File: config.mk
export PLATFORM = sky130hd
export DESIGN_NAME = hack_cpu
export DESIGN_NICKNAME = d
export VERILOG_FILES = /design/src/rtl/hack_cpu.sv
export SDC_FILE = /design/constraint.sdc
export NUM_CORES = 1
export LEC_CHECK = 0
export CAP_MARGIN = 20
export CORE_AREA = 2 2 115 89
export CTS_CLUSTER_DIAMETER = 60
export DETAILED_ROUTE_END_ITERATION = 10
export DIE_AREA = 0 0 117 91
export GPL_TIMING_DRIVEN = 0
export PLACE_DENSITY_LB_ADDON = 0.25
export SLEW_MARGIN = 20
export SYNTH_ARGS = -nofsm -noshare
export SYNTH_HDL_FRONTEND = slang
export SYNTH_SLANG_ARGS = --single-unit
File: constraint.sdc
create_clock -name clk -period 10.98 [get_ports clk]
set_input_delay 2.745 -clock clk [delete_from_list [all_inputs] [get_ports clk]]
set_output_delay 2.745 -clock clk [all_outputs]
set_load 0.02 [all_outputs]
File: src/rtl/hack_cpu.sv
// Hack CPU core: A/D/PC registers, instruction decode and a Hack ALU,
// with a mem_ready wait state so slow data memory can stall commit.

module hack_alu (
    input  logic [15:0] x,
    input  logic [15:0] y,
    input  logic        zx,
    input  logic        nx,
    input  logic        zy,
    input  logic        ny,
    input  logic        f,
    input  logic        no,
    output logic [15:0] out,
    output logic        zr,
    output logic        ng
);
    logic [15:0] xa, xb, ya, yb, r;

    always_comb begin
        xa  = zx ? 16'h0000 : x;
        xb  = nx ? ~xa : xa;
        ya  = zy ? 16'h0000 : y;
        yb  = ny ? ~ya : ya;
        r   = f ? (xb + yb) : (xb & yb);
        out = no ? ~r : r;
        zr  = (out == 16'h0000);
        ng  = out[15];
    end
endmodule

module hack_cpu #(
    parameter int PC_W = 15
) (
    input  logic            clk,
    input  logic            reset,
    input  logic [15:0]     instruction,
    input  logic [15:0]     inM,
    input  logic            mem_ready,
    output logic [15:0]     outM,
    output logic            writeM,
    output logic [PC_W-1:0] addressM,
    output logic [PC_W-1:0] pc,
    output logic [15:0]     retired
);
    typedef enum logic {EXEC, WAIT} state_t;

    state_t          state_q, state_d;
    logic [15:0]     a_q, a_d;
    logic [15:0]     d_q, d_d;
    logic [PC_W-1:0] pc_q, pc_d;
    logic [15:0]     ret_q, ret_d;

    logic        is_c, sel_m, dst_a, dst_d, dst_m;
    logic        j_lt, j_eq, j_gt, jump, mem_acc, commit;
    logic [15:0] alu_y, alu_out;
    logic        alu_zr, alu_ng;
    logic        unused_bits;

    assign is_c  = instruction[15];
    assign sel_m = instruction[12];
    assign dst_a = is_c & instruction[5];
    assign dst_d = is_c & instruction[4];
    assign dst_m = is_c & instruction[3];
    assign j_lt  = instruction[2];
    assign j_eq  = instruction[1];
    assign j_gt  = instruction[0];
    assign unused_bits = ^instruction[14:13];

    assign alu_y = sel_m ? inM : a_q;

    hack_alu u_alu (
        .x   (d_q),
        .y   (alu_y),
        .zx  (instruction[11]),
        .nx  (instruction[10]),
        .zy  (instruction[9]),
        .ny  (instruction[8]),
        .f   (instruction[7]),
        .no  (instruction[6]),
        .out (alu_out),
        .zr  (alu_zr),
        .ng  (alu_ng)
    );

    assign jump = is_c & ((j_lt & alu_ng) | (j_eq & alu_zr) |
                          (j_gt & ~alu_ng & ~alu_zr));

    // A memory instruction commits only once the memory says it is done.
    assign mem_acc = is_c & (sel_m | dst_m);
    assign commit  = ~mem_acc | mem_ready;

    always_comb begin
        state_d = state_q;
        a_d     = a_q;
        d_d     = d_q;
        pc_d    = pc_q;
        ret_d   = ret_q;
        if (commit) begin
            state_d = EXEC;
            ret_d   = ret_q + 16'd1;
            pc_d    = jump ? a_q[PC_W-1:0] : pc_q + 1'b1;
            if (!is_c) a_d = instruction;
            else if (dst_a) a_d = alu_out;
            if (dst_d) d_d = alu_out;
        end else begin
            state_d = WAIT;
        end
    end

    always_ff @(posedge clk or posedge reset) begin
        if (reset) begin
            state_q <= EXEC;
            a_q     <= '0;
            d_q     <= '0;
            pc_q    <= '0;
            ret_q   <= '0;
        end else begin
            state_q <= state_d;
            a_q     <= a_d;
            d_q     <= d_d;
            pc_q    <= pc_d;
            ret_q   <= ret_d;
        end
    end

    assign outM     = alu_out;
    assign writeM   = dst_m & ~reset;
    assign addressM = a_q[PC_W-1:0];
    assign pc       = pc_q;
    assign retired  = ret_q;
endmodule
==> results of run 1 <==
==> worst paths after layout <==
kind / startpoint / end / slack, ps
hold reg to reg: retired[15]$_DFFE_PP0P_ / retired[15]$_DFFE_PP0P_ / 460
max in group asynchronous: reset / pc[1]$_DFFE_PP0P_ / 7760
min in group asynchronous: reset / retired[5]$_DFFE_PP0P_ / 2700
hold / removal: retired[15]$_DFFE_PP0P_ / retired[15]$_DFFE_PP0P_ / 460
setup / recovery: instruction[12] / outM[15] / 930
setup reg to reg: a_q[0]$_DFFE_PP0P_ / pc[2]$_DFFE_PP0P_ / 5920
==> worst max-delay path, cell delays in order <==
cell                              delay [ps]
sky130_fd_sc_hd__clkbuf_1                470
sky130_fd_sc_hd__buf_1                   620
sky130_fd_sc_hd__mux2i_1                 300
sky130_fd_sc_hd__nor2_1                   70
sky130_fd_sc_hd__xor2_1                  190
sky130_fd_sc_hd__ha_1                    340
sky130_fd_sc_hd__buf_6                   130
sky130_fd_sc_hd__o211ai_2                140
sky130_fd_sc_hd__o211ai_2                300
sky130_fd_sc_hd__a211oi_1                160
sky130_fd_sc_hd__o41ai_1                 450
sky130_fd_sc_hd__xor2_1                  110
sky130_fd_sc_hd__mux2i_1                 350
sky130_fd_sc_hd__xnor2_4                 190
sky130_fd_sc_hd__inv_1                    70
sky130_fd_sc_hd__buf_4                   130
sky130_fd_sc_hd__clkdlybuf4s50_1         550
==> area by class of cell <==
| cell class | instances | area, um^2 | area share, % |
|---|---|---|---|
| Inverter | 24 | 92.59 | 1.366 |
| Multi-Input combinational cell | 468 | 3328 | 49.09 |
| Sequential cell | 63 | 1577 | 23.25 |
| Clock inverter | 4 | 70.07 | 1.033 |
| Tap cell | 132 | 165.2 | 2.436 |
| Clock buffer | 12 | 236.5 | 3.488 |
| Buffer | 50 | 362.8 | 5.352 |
| Timing Repair Buffer | 93 | 948.4 | 13.99 |
==> layout by cell type, fill, tap and decap left out, types with 22 or more instances in the layout <==
cell type,netlist,routed
sky130_fd_sc_hd__a21oi_1,37,37
sky130_fd_sc_hd__clkdlybuf4s50_1,0,92
sky130_fd_sc_hd__dfrtp_1,63,63
sky130_fd_sc_hd__inv_1,23,22
sky130_fd_sc_hd__mux2i_1,47,47
sky130_fd_sc_hd__nand2_1,52,52
sky130_fd_sc_hd__nand2b_1,23,23
sky130_fd_sc_hd__nor2_1,59,59
sky130_fd_sc_hd__xnor2_1,36,36
sky130_fd_sc_hd__xor2_1,23,23
==> report_power, final <==
part | internal (mW) | switching [mW]
clock network | 0.198 | 0.104
logic | 0.423 | 0.506
registers | 0.310 | 0.0764
total | 0.931 | 0.686
==> state kept, by name, indices dropped and copies added, names as in the netlist <==
signal and count:
a_q 16, retired 16, d_q 16, pc 15
==> kinds of logic after synthesis <==
group	share of synthesized area, %
buf+inv	8.454
fa+ha+maj	4.577
compound gates	15.27
mux	11.09
simple gates	20.41
xor+xnor	10.77
flops	29.43
==> per-layer routing <==
layer	part of all wire, %	global-route usage (%)
met5	0	0
met4	1.4	6.765
met3	9.7	6.609
met2	46	45.95
met1	43	42.63
==> stage by stage <==
step / util (%) / cell area, um^2 / setup WS, ps / power [mW]
finish: 71.35 / 6780 / 927.8 / 1.616
floorplan: - / 5358 / 2208 / 0.9872
global route: 71.35 / 6780 / 631.8 / 1.696
detailed placement: 68.12 / 6474 / 1004 / 1.299
global placement: 67.81 / 6444 / 1088 / 1.267
CTS: 71.35 / 6780 / 985.1 / 1.606
==> flow_metrics.py, run 1 <==
metrics = {
    "outcome": {
        "status": "complete, no violations",
    },
    "global_routing": {
        "largest_net_degree_at_the_start_of_global_routing": 53,
        "tot_gr_track_use_pct": 29.76,
        "vias_in_the_first_global_route": 4818,
        "number_of_antenna_violations_at_the_first_check_in_global_routing": 0,
        "grt_pass1_wl_um": 24490,
        "final_global_route_overflow_total": 0,
    },
    "clock_network": {
        "cts_made_buffers": 9,
        "cts.htree.levels": 3,
        "setup_bufs_post_cts": 0,
        "clock_sinks": 63,
        "cts.clk_slew.worst_paths_ps": 50,
        "max-clock-path-buffers": 2,
        "cts_root_buffer": "sky130_fd_sc_hd__clkbuf_16",
        "tritoncts": "built",
        "ctsHoldBuffers": 0,
        "cts_resized": 0,
        "worst_skew_pair.late_latency_ps": 340,
    },
    "worst_setup_path": {
        "critical_path.startpoint_type": "input port",
        "critPathKind": "in -> out",
        "r2r_cells": 17,
        "cp_max_fo": 10,
        "crit_path_end_kind": "primary output",
        "worst-endpoint-arrival_ps": 7310,
        "worst-endpoint-required_ps": 8240,
    },
    "floorplan": {
        "die-area_um2": 10650,
        "height_of_the_chip_um": 91,
        "floorplan.core_area_um2": 9503,
        "die_width_um": 117,
        "design.portCount": 98,
        "count_of_standard_cell_rows": 31,
        "initial_core_util_pct": 56.38,
    },
    "final_layout": {
        "instances_no_fill": 846,
        "n_antenna_cell": 0,
        "nNetsFinal": 763,
        "fraction_of_final_layout_cells_sized_beyond_drive_strength_1_pct": 12.89,
        "post_synthesis_to_final_layout_area_growth_pct": 26.55,
        "fillCellCount": 735,
    },
    "timing": {
        "clock_skew_ps": 6.727,
        "rsz0062_at_grt": "false",
        "post-route-period-util_pct": 91.55,
        "fin_setup_tns_ps": 0,
        "maxSlewHeadroom_pct": 41.89,
        "fin_crit_ps": 10050,
        "fin_hold_ws_ps": 464.9,
        "final_hold_violation_count": 0,
        "setup_viol": 0,
        "drv_slew": 0,
        "max_freq_ghz": 0.09948,
        "max_slew.worst_pin.slew_ps": 865.0,
    },
    "logic_synthesis": {
        "synthesis.area_um2": 5358,
        "yosys_warnings": 0,
        "post_synth_main_area_contributors": "sky130_fd_sc_hd__dfrtp_1 29%, sky130_fd_sc_hd__mux2i_1 8.8%, sky130_fd_sc_hd__xnor2_1 5.9%",
        "netlist.area_leader.share_pct": 29.43,
        "postSynthRegisterBits": 63,
        "synth.net_count": 659,
        "post_synth.cell_area_avg_um2": 8.856,
        "synth-main-ff-cell": "sky130_fd_sc_hd__dfrtp_1",
        "synth-edff-count": 0,
        "synth.cells.most_frequent": "63 x sky130_fd_sc_hd__dfrtp_1, 59 x sky130_fd_sc_hd__nor2_1, 52 x sky130_fd_sc_hd__nand2_1, 47 x sky130_fd_sc_hd__mux2i_1, 37 x sky130_fd_sc_hd__a21oi_1",
        "seq_area_frac_synth_pct": 29.43,
        "synth.distinct_cells": 81,
        "post-synth-top-count-cell": "sky130_fd_sc_hd__dfrtp_1",
        "synth-async-reset-ratio_pct": 100.0,
        "synthCells": 605,
        "synth_top_cell_by_area": "sky130_fd_sc_hd__dfrtp_1",
    },
    "drt": {
        "drt_iter0_drc": 522,
        "antenna_violating_nets_post_route": 0,
        "detailedRoute.firstPassIterationCount": 7,
        "routed_wire_length_per_instance_um": 18.57,
        "vias_post_dr": 5037,
        "post-route-drc-count": 0,
        "via_density_per_instance": 5.954,
        "wl_um": 15710,
    },
    "flow_run": {
        "maxCapViolCount": 0,
    },
    "hold_path": {
        "min_path_type": "reg -> reg",
        "min_path_cells": 1,
    },
    "power": {
        "ir_drop_mv": 0.1284,
        "pwr_density_cell_nw_per_um2": 238.4,
        "leakage_power_figure_nw": 2.972,
    },
    "place": {
        "port_buffers": 92,
        "finalWeightedCongestion": 0.9871,
        "numPlacedInstances": 830,
        "detailed_place_hpwl_um": 11830,
    },
}
(Power assumes the default switching activity.)
==> run 2, diff against run 1 <==
--- a/config.mk
+++ b/config.mk
@@ -5,6 +5,7 @@
 export SDC_FILE = /design/constraint.sdc
 export NUM_CORES = 1
 export LEC_CHECK = 0
+export ABC_CLOCK_PERIOD_IN_PS = 10980
 export CAP_MARGIN = 20
 export CORE_AREA = 2 2 115 89
 export CTS_CLUSTER_DIAMETER = 60
==> results of run 2 <==
Same layout as run 1: the final DEF is identical, and so are final timing and power.
==> run 3, diff against run 2 <==
--- a/config.mk
+++ b/config.mk
@@ -5,12 +5,13 @@
 export SDC_FILE = /design/constraint.sdc
 export NUM_CORES = 1
 export LEC_CHECK = 0
-export ABC_CLOCK_PERIOD_IN_PS = 10980
+export ABC_CLOCK_PERIOD_IN_PS = 9800
 export CAP_MARGIN = 20
-export CORE_AREA = 2 2 115 89
+export CORE_AREA = 2 2 119 92
+export CTS_BUF_LIST = sky130_fd_sc_hd__clkbuf_8 sky130_fd_sc_hd__clkbuf_16
 export CTS_CLUSTER_DIAMETER = 60
 export DETAILED_ROUTE_END_ITERATION = 10
-export DIE_AREA = 0 0 117 91
+export DIE_AREA = 0 0 121 94
 export GPL_TIMING_DRIVEN = 0
 export PLACE_DENSITY_LB_ADDON = 0.25
 export SLEW_MARGIN = 20
==> constraint.sdc (replaced) <==
create_clock -name clk -period 9.8 [get_ports clk]
set_input_delay 2.45 -clock clk [delete_from_list [all_inputs] [get_ports clk]]
set_output_delay 2.45 -clock clk [all_outputs]
set_load 0.02 [all_outputs]
==> flow_metrics.py, run 3 (synthesized netlist as in run 1, its figures left out) <==
metrics = {
    "floorplan": {
        "die-area_um2": 11370,
        "count_of_standard_cell_rows": 32,
        "die_width_um": 121,
        "design.portCount": 98,
        "height_of_the_chip_um": 94,
        "floorplan.core_area_um2": 10130,
        "initial_core_util_pct": 52.89,
    },
    "clock_network": {
        "cts_root_buffer": "sky130_fd_sc_hd__clkbuf_16",
        "ctsHoldBuffers": 0,
        "worst_skew_pair.late_latency_ps": 330,
        "max-clock-path-buffers": 2,
        "cts_resized": 0,
        "setup_bufs_post_cts": 0,
        "tritoncts": "built",
        "cts_made_buffers": 9,
        "clock_sinks": 63,
        "cts.htree.levels": 3,
        "cts.clk_slew.worst_paths_ps": 60,
    },
    "global_routing": {
        "final_global_route_overflow_total": 0,
        "largest_net_degree_at_the_start_of_global_routing": 56,
        "grt_pass1_wl_um": 24480,
        "vias_in_the_first_global_route": 4746,
        "tot_gr_track_use_pct": 27.86,
        "number_of_antenna_violations_at_the_first_check_in_global_routing": 0,
    },
    "worst_setup_path": {
        "critPathKind": "in -> out",
        "worst-endpoint-required_ps": 7350,
        "crit_path_end_kind": "primary output",
        "critical_path.startpoint_type": "input port",
        "worst-endpoint-arrival_ps": 7050,
        "path_cells": "clkbuf_1, buf_1, mux2i_1, nor2_1, xor2_1, ha_1, buf_6, o211ai_2, o211ai_2, a211oi_1, o41ai_1, xor2_1, mux2i_1, xnor2_4, inv_1, buf_4, clkdlybuf4s50_1",
        "cp_max_fo": 10,
        "cpMaxStageDelayCell": "sky130_fd_sc_hd__buf_1",
        "critical-path-max-stage-delay_ps": 640,
    },
    "final_layout": {
        "commonest_non_fill_non_tap_cells_in_the_layout": "92 x sky130_fd_sc_hd__clkdlybuf4s50_1, 63 x sky130_fd_sc_hd__dfrtp_1, 59 x sky130_fd_sc_hd__nor2_1",
        "post_synthesis_to_final_layout_area_growth_pct": 26.48,
        "nNetsFinal": 763,
        "n_antenna_cell": 0,
        "fraction_of_final_layout_cells_sized_beyond_drive_strength_1_pct": 13.31,
        "most_common_library_cell_in_the_layout_ignoring_fill_and_taps": "sky130_fd_sc_hd__clkdlybuf4s50_1",
        "instances_no_fill": 850,
    },
    "timing": {
        "drv_slew": 0,
        "final_hold_violation_count": 0,
        "maxSlewHeadroom_pct": 40.64,
        "fin_setup_tns_ps": 0,
        "max_freq_ghz": 0.1053,
        "fin_crit_ps": 9501,
        "clock_skew_ps": 5.779,
        "max_slew.worst_pin.slew_ps": 883.5,
        "post-route-period-util_pct": 96.95,
        "setup_viol": 0,
        "rsz0062_at_grt": "false",
    },
    "drt": {
        "via_density_per_instance": 5.808,
        "drt_iter0_drc": 386,
        "drt-met1-wl_um": 7139,
        "vias_post_dr": 4937,
        "wl_um": 15480,
        "post-route-drc-count": 0,
        "antenna_violating_nets_post_route": 0,
        "highest-signal-layer": "met4",
        "routed_wire_length_per_instance_um": 18.21,
        "detailedRoute.firstPassIterationCount": 5,
        "route.met3.wl_um": 1183,
        "met2WireLength_um": 6884,
    },
    "outcome": {
        "status": "complete, no violations",
    },
    "power": {
        "pwr_density_cell_nw_per_um2": 263.1,
        "ir_drop_mv": 0.1289,
        "total_power_mw": 1.783,
        "leakage_power_figure_nw": 2.963,
    },
    "place": {
        "finalWeightedCongestion": 0.9244,
        "port_buffers": 92,
        "numPlacedInstances": 834,
        "detailed_place_hpwl_um": 11880,
    },
    "hold_path": {
        "min_path_type": "reg -> reg",
    },
    "flow_run": {
        "maxCapViolCount": 0,
    },
}
-- run 3: worst max-delay path, delay by kind of cell --
kind | cells | cell delay [ps]
compound gates | 4 | 1090
xor+xnor | 3 | 500
fa+ha+maj | 1 | 340
buf+inv | 6 | 1970
mux | 2 | 630
simple gates | 1 | 70
-- run 3: final cells by class --
| cell class | count | area, um^2 |
|---|---|---|
| clock inverters | 7 | 72.57 |
| clock buffers | 9 | 225.2 |
| multi-input cells | 468 | 3328 |
| well taps | 136 | 170.2 |
| fillers | 819 | 3353 |
| inverters | 24 | 92.59 |
| plain buffers | 50 | 362.8 |
| repair buffers | 93 | 948.4 |
| flip-flops and latches | 63 | 1577 |
-- run 3: final timing paths --
| path | from | slack [ps] | to | cells after the start |
|---|---|---|---|---|
| min in group asynchronous | reset | 2370 | retired[11]$_DFFE_PP0P_ | 2 |
| worst max-delay path | instruction[12] | 300 | outM[15] | 17 |
| worst max register to register | a_q[0]$_DFFE_PP0P_ | 4710 | pc[6]$_DFFE_PP0P_ | 17 |
| worst min register to register | retired[15]$_DFFE_PP0P_ | 470 | retired[15]$_DFFE_PP0P_ | 1 |
| worst min-delay path | retired[15]$_DFFE_PP0P_ | 470 | retired[15]$_DFFE_PP0P_ | 1 |
| max in group asynchronous | reset | 6930 | a_q[3]$_DFFE_PP0P_ | 3 |
-- run 3: metrics by stage --
stage / worst slack [ps] / hold slack (ps) / instance area (um^2) / utilization [%]
6_report: 299.1 / 468.1 / 6777 / 66.90
5_1_grt: 41.79 / 511.6 / 6777 / 66.90
4_1_cts: 300.6 / 469.8 / 6777 / 66.90
3_5_place_dp: 309.3 / 458.2 / 6479 / 63.96
3_3_place_gp: 468.8 / 454.9 / 6449 / 63.66
2_1_floorplan: 1618 / 450.9 / 5358 / -
-- run 3: layer usage --
layer	vias to the layer above	global-route usage, %
met5	-	0
li1	2308	-
met2	200	42.46
met4	0	6.880
met1	2403	40.27
met3	26	5.886
-- run 3: report_power, final --
| group | internal [mW] | leakage [nW] | switching (mW) | total, mW |
|---|---|---|---|---|
| logic | 0.474 | 2.08 | 0.561 | 1.03 |
| registers | 0.347 | 0.745 | 0.0813 | 0.428 |
| clock network | 0.197 | 0.142 | 0.123 | 0.320 |
